`src/rtl/pwm_capture_int.sv`:
```
// pwm_capture_int: measures high time and period of an asynchronous PWM input and raises a
// sticky interrupt on over-range duty or a stuck input. Define PWM_CAP_FILTER_EN for the deglitch filter.
module pwm_capture_int #(
    parameter int unsigned CNT_WIDTH   = 20,
    parameter int unsigned SYNC_STAGES = 2,
    parameter int unsigned MAX_HIGH    = 990000,
    parameter int unsigned FILTER_LEN  = 4
) (
    input  logic                 Clk,
    input  logic                 Reset,
    input  logic                 PWM_in,
    input  logic                 IntClear,
    output logic [CNT_WIDTH-1:0] HighTime,
    output logic [CNT_WIDTH-1:0] Period,
    output logic                 Valid,
    output logic                 Interrupt,
    output logic [1:0]           IntCause
);

`ifdef PWM_CAP_FILTER_EN
    localparam bit FILT_EN = 1'b1;
`else
    localparam bit FILT_EN = 1'b0;
`endif
    localparam int unsigned          FW       = $clog2(FILTER_LEN + 1);
    localparam logic [CNT_WIDTH-1:0] CNT_MAX  = '1;
    localparam logic [CNT_WIDTH-1:0] HIGH_LIM = CNT_WIDTH'(MAX_HIGH);

    typedef enum logic [1:0] {IDLE, HIGH, LOW} state_e;

    logic [SYNC_STAGES-1:0] sync_q, sync_d;
    logic                   filt_q, filt_d;
    logic [FW-1:0]          fcnt_q, fcnt_d;
    logic                   s_d_q;
    logic                   raw, s, rise, fall;

    state_e                 state_q, state_d;
    logic [CNT_WIDTH-1:0]   cnt_q, cnt_d;
    logic [CNT_WIDTH-1:0]   hi_lat_q, hi_lat_d;
    logic [CNT_WIDTH-1:0]   high_time_q, high_time_d;
    logic [CNT_WIDTH-1:0]   period_q, period_d;
    logic                   valid_q, valid_d;
    logic                   int_q, int_d;
    logic [1:0]             cause_q, cause_d;
    logic [1:0]             set_v;

    assign raw = sync_q[SYNC_STAGES-1];

    // Deglitch: follow raw only after it has differed from the filtered value FILTER_LEN cycles
    always_comb begin
        sync_d = {sync_q[SYNC_STAGES-2:0], PWM_in};
        filt_d = filt_q;
        fcnt_d = '0;
        if (raw != filt_q) begin
            if (fcnt_q == FW'(FILTER_LEN - 1)) begin
                filt_d = raw;
            end else begin
                fcnt_d = fcnt_q + FW'(1);
            end
        end
    end

    assign s    = FILT_EN ? filt_q : raw;
    assign rise = s & ~s_d_q;
    assign fall = ~s & s_d_q;

    // Measurement FSM; timeout has priority over an edge seen on the same cycle
    always_comb begin
        state_d     = state_q;
        cnt_d       = cnt_q;
        hi_lat_d    = hi_lat_q;
        high_time_d = high_time_q;
        period_d    = period_q;
        valid_d     = 1'b0;
        set_v       = 2'b00;
        case (state_q)
            IDLE: begin
                cnt_d = '0;
                if (rise) begin
                    cnt_d   = CNT_WIDTH'(1);
                    state_d = HIGH;
                end
            end
            HIGH: begin
                if (cnt_q == CNT_MAX) begin
                    set_v[1] = 1'b1;
                    cnt_d    = '0;
                    state_d  = IDLE;
                end else begin
                    cnt_d = cnt_q + CNT_WIDTH'(1);
                    if (fall) begin
                        hi_lat_d = cnt_q;
                        state_d  = LOW;
                    end
                end
            end
            LOW: begin
                if (cnt_q == CNT_MAX) begin
                    set_v[1] = 1'b1;
                    cnt_d    = '0;
                    state_d  = IDLE;
                end else if (rise) begin
                    high_time_d = hi_lat_q;
                    period_d    = cnt_q;
                    valid_d     = 1'b1;
                    set_v[0]    = (hi_lat_q > HIGH_LIM);
                    cnt_d       = CNT_WIDTH'(1);
                    state_d     = HIGH;
                end else begin
                    cnt_d = cnt_q + CNT_WIDTH'(1);
                end
            end
            default: begin
                cnt_d   = '0;
                state_d = IDLE;
            end
        endcase
        // A cause raised on the clearing cycle survives the clear
        cause_d = IntClear ? set_v : (cause_q | set_v);
        int_d   = IntClear ? (|set_v) : (int_q | (|set_v));
    end

    always_ff @(posedge Clk) begin
        if (Reset) begin
            sync_q <= '0;
            filt_q <= 1'b0;
            fcnt_q <= '0;
            s_d_q  <= 1'b0;
        end else begin
            sync_q <= sync_d;
            filt_q <= filt_d;
            fcnt_q <= fcnt_d;
            s_d_q  <= s;
        end
    end

    always_ff @(posedge Clk) begin
        if (Reset) begin
            state_q     <= IDLE;
            cnt_q       <= '0;
            hi_lat_q    <= '0;
            high_time_q <= '0;
            period_q    <= '0;
            valid_q     <= 1'b0;
            int_q       <= 1'b0;
            cause_q     <= 2'b00;
        end else begin
            state_q     <= state_d;
            cnt_q       <= cnt_d;
            hi_lat_q    <= hi_lat_d;
            high_time_q <= high_time_d;
            period_q    <= period_d;
            valid_q     <= valid_d;
            int_q       <= int_d;
            cause_q     <= cause_d;
        end
    end

    assign HighTime  = high_time_q;
    assign Period    = period_q;
    assign Valid     = valid_q;
    assign Interrupt = int_q;
    assign IntCause  = cause_q;

endmodule
```
`config.mk`:
```
export PLATFORM = sky130hd
export DESIGN_NAME = pwm_capture_int
export DESIGN_NICKNAME = d
export VERILOG_FILES = /design/src/rtl/pwm_capture_int.sv
export SDC_FILE = /design/constraint.sdc
export NUM_CORES = 1
export LEC_CHECK = 0
export ABC_AREA = 1
export CORE_ASPECT_RATIO = 1.25
export CORE_UTILIZATION = 50
export DETAILED_ROUTE_END_ITERATION = 6
export GPL_TIMING_DRIVEN = 1
export PLACE_DENSITY = 0.73
export SYNTH_ARGS = -nofsm -noshare
export SYNTH_HDL_FRONTEND = slang
export SYNTH_SLANG_ARGS = --single-unit
export TNS_END_PERCENT = 10
```
`constraint.sdc`:
```
create_clock -name Clk -period 3.6 [get_ports Clk]
set_input_delay 0.9 -clock Clk [delete_from_list [all_inputs] [get_ports Clk]]
set_output_delay 0.9 -clock Clk [all_outputs]
set_load 0.01 [all_outputs]
```
==> impl_metrics.csv, run 1 <==
group,metric,value,unit
timing,max-slew-margin-rel,47.5,%
setup_path,cpPeakStageDelay,0.51,ns
place,pre_cts_slack,1.04,ns
timing,worstMarginPinSlew,0.786,ns
setup_path,crit_start,"cnt_q[0]",
global_routing,first_global_vias,2704,
setup_path,worst_path_most_repeated_cell,"nand3_2",
clock_tree,path_clk_slew,0.08,ns
setup_path,worstPathArrival,2.74,ns
cells_and_area,diodes,0,
power_and_ir_drop,power_density,405,nW/um^2
worst_hold_path,worstHoldStart,"sync_q[0]",
clock_tree,cts-resized-gates,0,
place,placed_cells,591,
routing,ant_nets,0,
place,place_hpwl,5190,um
routing,drc,0,
timing,finalCritPeriodShare,68.4,%
cells_and_area,nets,521,
clock_tree,cts_tree,"built",
setup_path,crit_type,"reg2reg",
yosys,synth_cell_types,28,
place,io_buffers,47,
yosys,yosysWarnings,0,
yosys,post_synth_fa_ha_maj_area_fraction,1.72,%
setup_path,required,3.87,ns
floorplanning,io_pins,48,
clock_tree,numCtsBuffers,9,
job,max-cap-violations,0,
clock_tree,cts-root-buf,"clkbuf_8",
yosys,synth.top_cell.area_share,49.0,%
yosys,synth-seq-cells,89,
cells_and_area,layout.cells.non_filler,606,
timing,tns,0,ns
yosys,avgSynthCellArea,7.70,um^2
clock_tree,postCtsSetupBuffers,0,
clock_tree,cts_buffer_depth,2,
yosys,synth.cell_area,3630,um^2
place,dpl_cell_area,4140,um^2
global_routing,track_usage,20.6,%
place,place_congestion,0.877,
setup_path,cpMaxStageDelayCell,"dfxtp_1",
setup_path,cp_cell_sequence,"ha_1 > nand3_2 > nor2_4 > nand3_4 > nand3_2 > buf_12 > o21ai_0 > a21oi_1",
setup_path,reg2reg_from,"cnt_q[0]",
timing,hold_violations,0,
routing,routedWlPerCell,12.0,um
cells_and_area,area_growth,18.7,%
yosys,synth_top_family_by_area,"compound AO/OA/AOI/OAI gates",
setup_path,critPathTopFamily,"simple AND/OR/NAND/NOR gates",
floorplanning,coreArea,6980,um^2
global_routing,grt_pass1_wl,12300,um
power_and_ir_drop,ir_drop,276,uV
yosys,yosys.area_share.simple,15.2,%
yosys,synth_compound_area_share,18.3,%
timing,timing.final.ws_setup,1.14,ns
power_and_ir_drop,finalPower,0.00175,W
power_and_ir_drop,p_leak,1.53,nW
clock_tree,clock-sinks,89,
timing,timing.fmax,406,MHz
routing,wl,7300,um
floorplanning,die_h,97.3,um
setup_path,cp_max_fo,45,
routing,vias,2973,
cells_and_area,drive_gt1_share,4.65,%
worst_hold_path,hold_class,"reg2reg",
yosys,syn_nets,481,
yosys,yosysSeqAreaShare,49.0,%
setup_path,worst-path-buf-inv,1,
routing,drt-vias-per-instance,4.91,
yosys,syn_inst,472,
setup_path,endpoint_kind,"flop",
cells_and_area,fill_cells,651,
floorplanning,die_w,78.2,um
floorplanning,start_util,52.1,%
clock_tree,ctsHoldBuffers,0,
setup_path,start_kind,"flop",
cells_and_area,design_area,4310,um^2
timing,finClkSkew,0.00851,ns
global_routing,grt_max_degree,60,
global_routing,overflow,0,
global_routing,grt_antenna_before_repair,0,
floorplanning,num_rows,34,
yosys,synth.area.mux_share,0,%
yosys,yosysTopAreaCell,"dfxtp_1",
routing,first_pass_iters,4,
timing,rsz0062_at_grt,"no",
clock_tree,htreeDepth,3,
timing,min_period,2.46,ns
timing,finalSetupViolCount,0,
yosys,synth_xor_area_share,3.62,%
outcome,status,"finished clean",
yosys,ys_top_cells_by_area,"dfxtp_1 49%, a21oi_1 9.1%, inv_1 9.1%",
clock_tree,insertion_delay,0.34,ns
floorplanning,die_area,7610,um^2
routing,drt_iter0_markers,175,
timing,slew_viol_final,0,
==> worst register-to-register path: cells and delay by family, from the launching register on <==
kind	cells	cell delay (ns)
compound gates	2	0.26
flops	1	0.51
buf+inv	1	0.28
simple gates	4	1.03
fa+ha+maj	1	0.34
==> registers in the layout (all words and copies together) (netlist names) <==
register,count
sync_q,2
Interrupt,1
cnt_q,20
Valid,1
HighTime,20
Period,20
hi_lat_q,20
s_d_q,1
state_q,2
IntCause,2
==> metal layers <==
metal / vias up / track usage [%] / part of all wire (%)
li1: 1573 / - / -
met1: 1334 / 26.3 / 47
met2: 56 / 33.6 / 48
met3: 10 / 3.10 / 3.0
met4: 0 / 10.3 / 1.8
met5: - / 0 / 0
==> through the flow <==
step	hold slack (ns)	utilization (%)
3_3_place_gp	0.392	59.3
2_1_floorplan	0.388	-
3_5_place_dp	0.410	59.3
6_report	0.422	61.8
5_1_grt	0.460	61.8
4_1_cts	0.422	61.8
==> cell type report <==
type / count / area, um^2 / area share (%)
sequential: 89 / 1780 / 41.3
multi-input combinational: 274 / 1410 / 32.7
clock inverter: 3 / 42.5 / 0.986
tap: 90 / 113 / 2.61
clock buffer: 12 / 135 / 3.13
timing repair buffer: 49 / 498 / 11.5
inverter: 89 / 334 / 7.74
==> path summary, 6_finish.rpt <==
kind | to | slack (ns) | cells after the start
min | sync_q[1] | 0.42 | 2
max reg2reg | HighTime[12] | 1.14 | 8
max | HighTime[12] | 1.14 | 8
min reg2reg | sync_q[1] | 0.42 | 2
==> Yosys cell counts (all sizes together) <==
cell     n
dfxtp   89
inv     89
a21oi   66
o21ai   60
nand2   54
nor2    43
nand3   17
buf     13
xor2     8
clkbuf   7
xnor2    7
ha       5
nor3     4
nand4    3
o211ai   3
nor4     2
a211oi   1
nor3b    1
==> cell usage in the layout (no fill, tap or decap), drive strengths merged <==
master,Yosys,layout
nor4,2,2
nand3,17,17
clkbuf,7,12
nand4,3,3
nor2,43,43
buf,13,2
bufinv,0,1
clkinv,0,1
nand2,54,54
xor2,8,8
nor3b,1,1
clkinvlp,0,1
o21ai,60,60
o211ai,3,3
inv,89,89
clkdlybuf4s50,0,47
dfxtp,89,89
a21oi,66,66
xnor2,7,7
nor3,4,4
ha,5,5
a211oi,1,1
==> power breakdown <==
part / internal [W] / leakage, nW / total (W) / switching (W)
Combinational: 0.0000396 / 0.727 / 0.0000999 / 0.0000604
Clock: 0.000317 / 0.0864 / 0.000641 / 0.000324
Sequential: 0.000997 / 0.718 / 0.00101 / 0.0000111
Total: 0.00135 / 1.53 / 0.00175 / 0.000395
==> logic make-up (layout without fill, tap and decap cells) <==
| family | count (synthesis) | count (layout) |
|---|---|---|
| AO/OA/AOI/OAI | 130 | 130 |
| AND/OR/NAND/NOR | 124 | 124 |
| buffers and inverters | 109 | 153 |
| flip-flops | 89 | 89 |
| XOR/XNOR | 15 | 15 |
| adder cells (fa/ha/maj) | 5 | 5 |
Note: power is estimated with default switching activity, not from simulation.
==> inputs of run 2 (changes only) <==
==> constraint.sdc (replaced) <==
create_clock -name Clk -period 2.33 [get_ports Clk]
set_input_delay 0.5825 -clock Clk [delete_from_list [all_inputs] [get_ports Clk]]
set_output_delay 0.5825 -clock Clk [all_outputs]
set_load 0.01 [all_outputs]
==> run 2 against run 1 <==
Compared with the run above: via count up 2.6%; combinational power up 67%; non-clock buffer count up 15; sequential power up 53%; critical path type unchanged; largest power group unchanged; highest routed layer unchanged.
==> impl_metrics.csv, run 2 (synthesized netlist as in run 1, its figures left out) <==
group,metric,value,unit
outcome,status,"finished clean",
cells_and_area,drive_gt1_share,8.08,%
worst_hold_path,hold_class,"reg2reg",
place,io_buffers,47,
setup_path,critPathTopFamily,"simple AND/OR/NAND/NOR gates",
clock_tree,ctsHoldBuffers,0,
routing,drt_iter0_markers,252,
global_routing,track_usage,21.1,%
cells_and_area,layout_commonest_cell,"dfxtp_1",
timing,timing.fmax,536,MHz
floorplanning,start_util,52.1,%
cells_and_area,layout_common_cells,"89 x dfxtp_1, 88 x inv_1, 66 x a21oi_1",
clock_tree,insertion_delay,0.35,ns
routing,ant_nets,0,
setup_path,reg2reg_from,"cnt_q[7]",
floorplanning,die_area,7610,um^2
timing,min_period,1.87,ns
cells_and_area,final_core_util,64.5,%
setup_path,crit_type,"reg2reg",
setup_path,endpoint_kind,"flop",
power_and_ir_drop,p_leak,1.65,nW
global_routing,grt_use_met1,25.2,%
clock_tree,htreeDepth,3,
routing,drt-vias-per-instance,4.90,
power_and_ir_drop,ir_drop,376,uV
global_routing,grt_antenna_before_repair,0,
routing,first_pass_iters,4,
cells_and_area,multi_input_area,1410,um^2
cells_and_area,fill_cells,617,
timing,finalSetupViolCount,0,
routing,drc,0,
timing,worstMarginPinSlew,0.727,ns
setup_path,cp_cell_sequence,"nand2_1 > inv_1 > nand2_2 > nor2_4 > nand3_4 > nand3_2 > buf_4 > o21ai_0 > a21oi_1",
place,place_hpwl,5500,um
floorplanning,coreArea,6980,um^2
global_routing,grt_max_degree,60,
setup_path,crit_start,"cnt_q[7]",
routing,routedWlPerCell,11.9,um
global_routing,grt_use_met2,35.9,%
clock_tree,path_clk_slew,0.08,ns
setup_path,cpMaxStageDelayCell,"dfxtp_1",
floorplanning,die_w,78.2,um
setup_path,cp_max_fo,16,
clock_tree,cts-root-buf,"clkbuf_8",
clock_tree,postCtsSetupBuffers,0,
floorplanning,io_pins,48,
cells_and_area,layout.cells.non_filler,622,
setup_path,worstPathArrival,2.15,ns
global_routing,overflow,0,
setup_path,worst-path-buf-inv,2,
clock_tree,numCtsBuffers,9,
setup_path,cpPeakStageDelay,0.49,ns
global_routing,grt_most_used_layer,"met2",
timing,finClkSkew,0.00958,ns
clock_tree,clock-sinks,89,
clock_tree,cts_tree,"built",
global_routing,first_global_vias,2854,
place,placed_cells,606,
place,place_congestion,0.876,
setup_path,required,2.61,ns
cells_and_area,diodes,0,
global_routing,grt_pass1_wl,12600,um
job,max-cap-violations,0,
clock_tree,cts-resized-gates,0,
setup_path,r2r_slack,0.46,ns
cells_and_area,area_growth,23.9,%
timing,rsz0062_at_grt,"no",
routing,wl,7420,um
floorplanning,num_rows,34,
timing,finalCritPeriodShare,80.1,%
routing,vias,3050,
timing,hold_violations,0,
power_and_ir_drop,power_density,644,nW/um^2
clock_tree,cts_buffer_depth,2,
worst_hold_path,worstHoldStart,"sync_q[0]",
floorplanning,die_h,97.3,um
timing,max-slew-margin-rel,51.4,%
cells_and_area,nets,536,
cells_and_area,seq_area,1780,um^2
timing,slew_viol_final,0,
setup_path,start_kind,"flop",
global_routing,gr-usage-met3,4.98,%
timing,tns,0,ns
run 2: path summary, 6_finish.rpt:
kind / to / cells past startpoint
max: Period[9] / 9
min: sync_q[1] / 2
max reg2reg: Period[9] / 9
min reg2reg: sync_q[1] / 2
run 2: final cells by class:
cell class | count | area share, %
flip-flops and latches | 89 | 39.6
repair buffers | 64 | 14.1
multi-input cells | 274 | 31.3
well taps | 90 | 2.50
clock buffers | 10 | 3.06
clock inverters | 6 | 2.00
inverters | 89 | 7.42
run 2: metrics by stage:
stage	instance area (um^2)	hold WS [ns]	setup WS, ns	total power (W)
finish	4500	0.406	0.463	0.00290
floorplan	3630	0.388	0.621	0.00170
global route	4500	0.421	0.285	0.00301
CTS	4500	0.407	0.443	0.00292
global placement	4270	0.395	0.413	0.00175
detailed placement	4270	0.395	0.376	0.00176
run 2: tightest hold or removal path, cell delays in order, from the launching register on:
cell	delay [ns]
dfxtp_1	0.30
inv_1	0.04
nor2_1	0.03
run 2: routing by layer:
metal,routed length (um),vias up
li1,-,1603
met1,3190,1356
met2,3660,77
met3,388,14
met4,185,0
met5,0,-
run 2: power breakdown:
part / internal [W] / leakage (nW) / switching (W)
clock network: 0.000637 / 0.113 / 0.000541
registers: 0.00154 / 0.718 / 0.0000128
logic: 0.0000685 / 0.815 / 0.0000990
total: 0.00225 / 1.65 / 0.000653
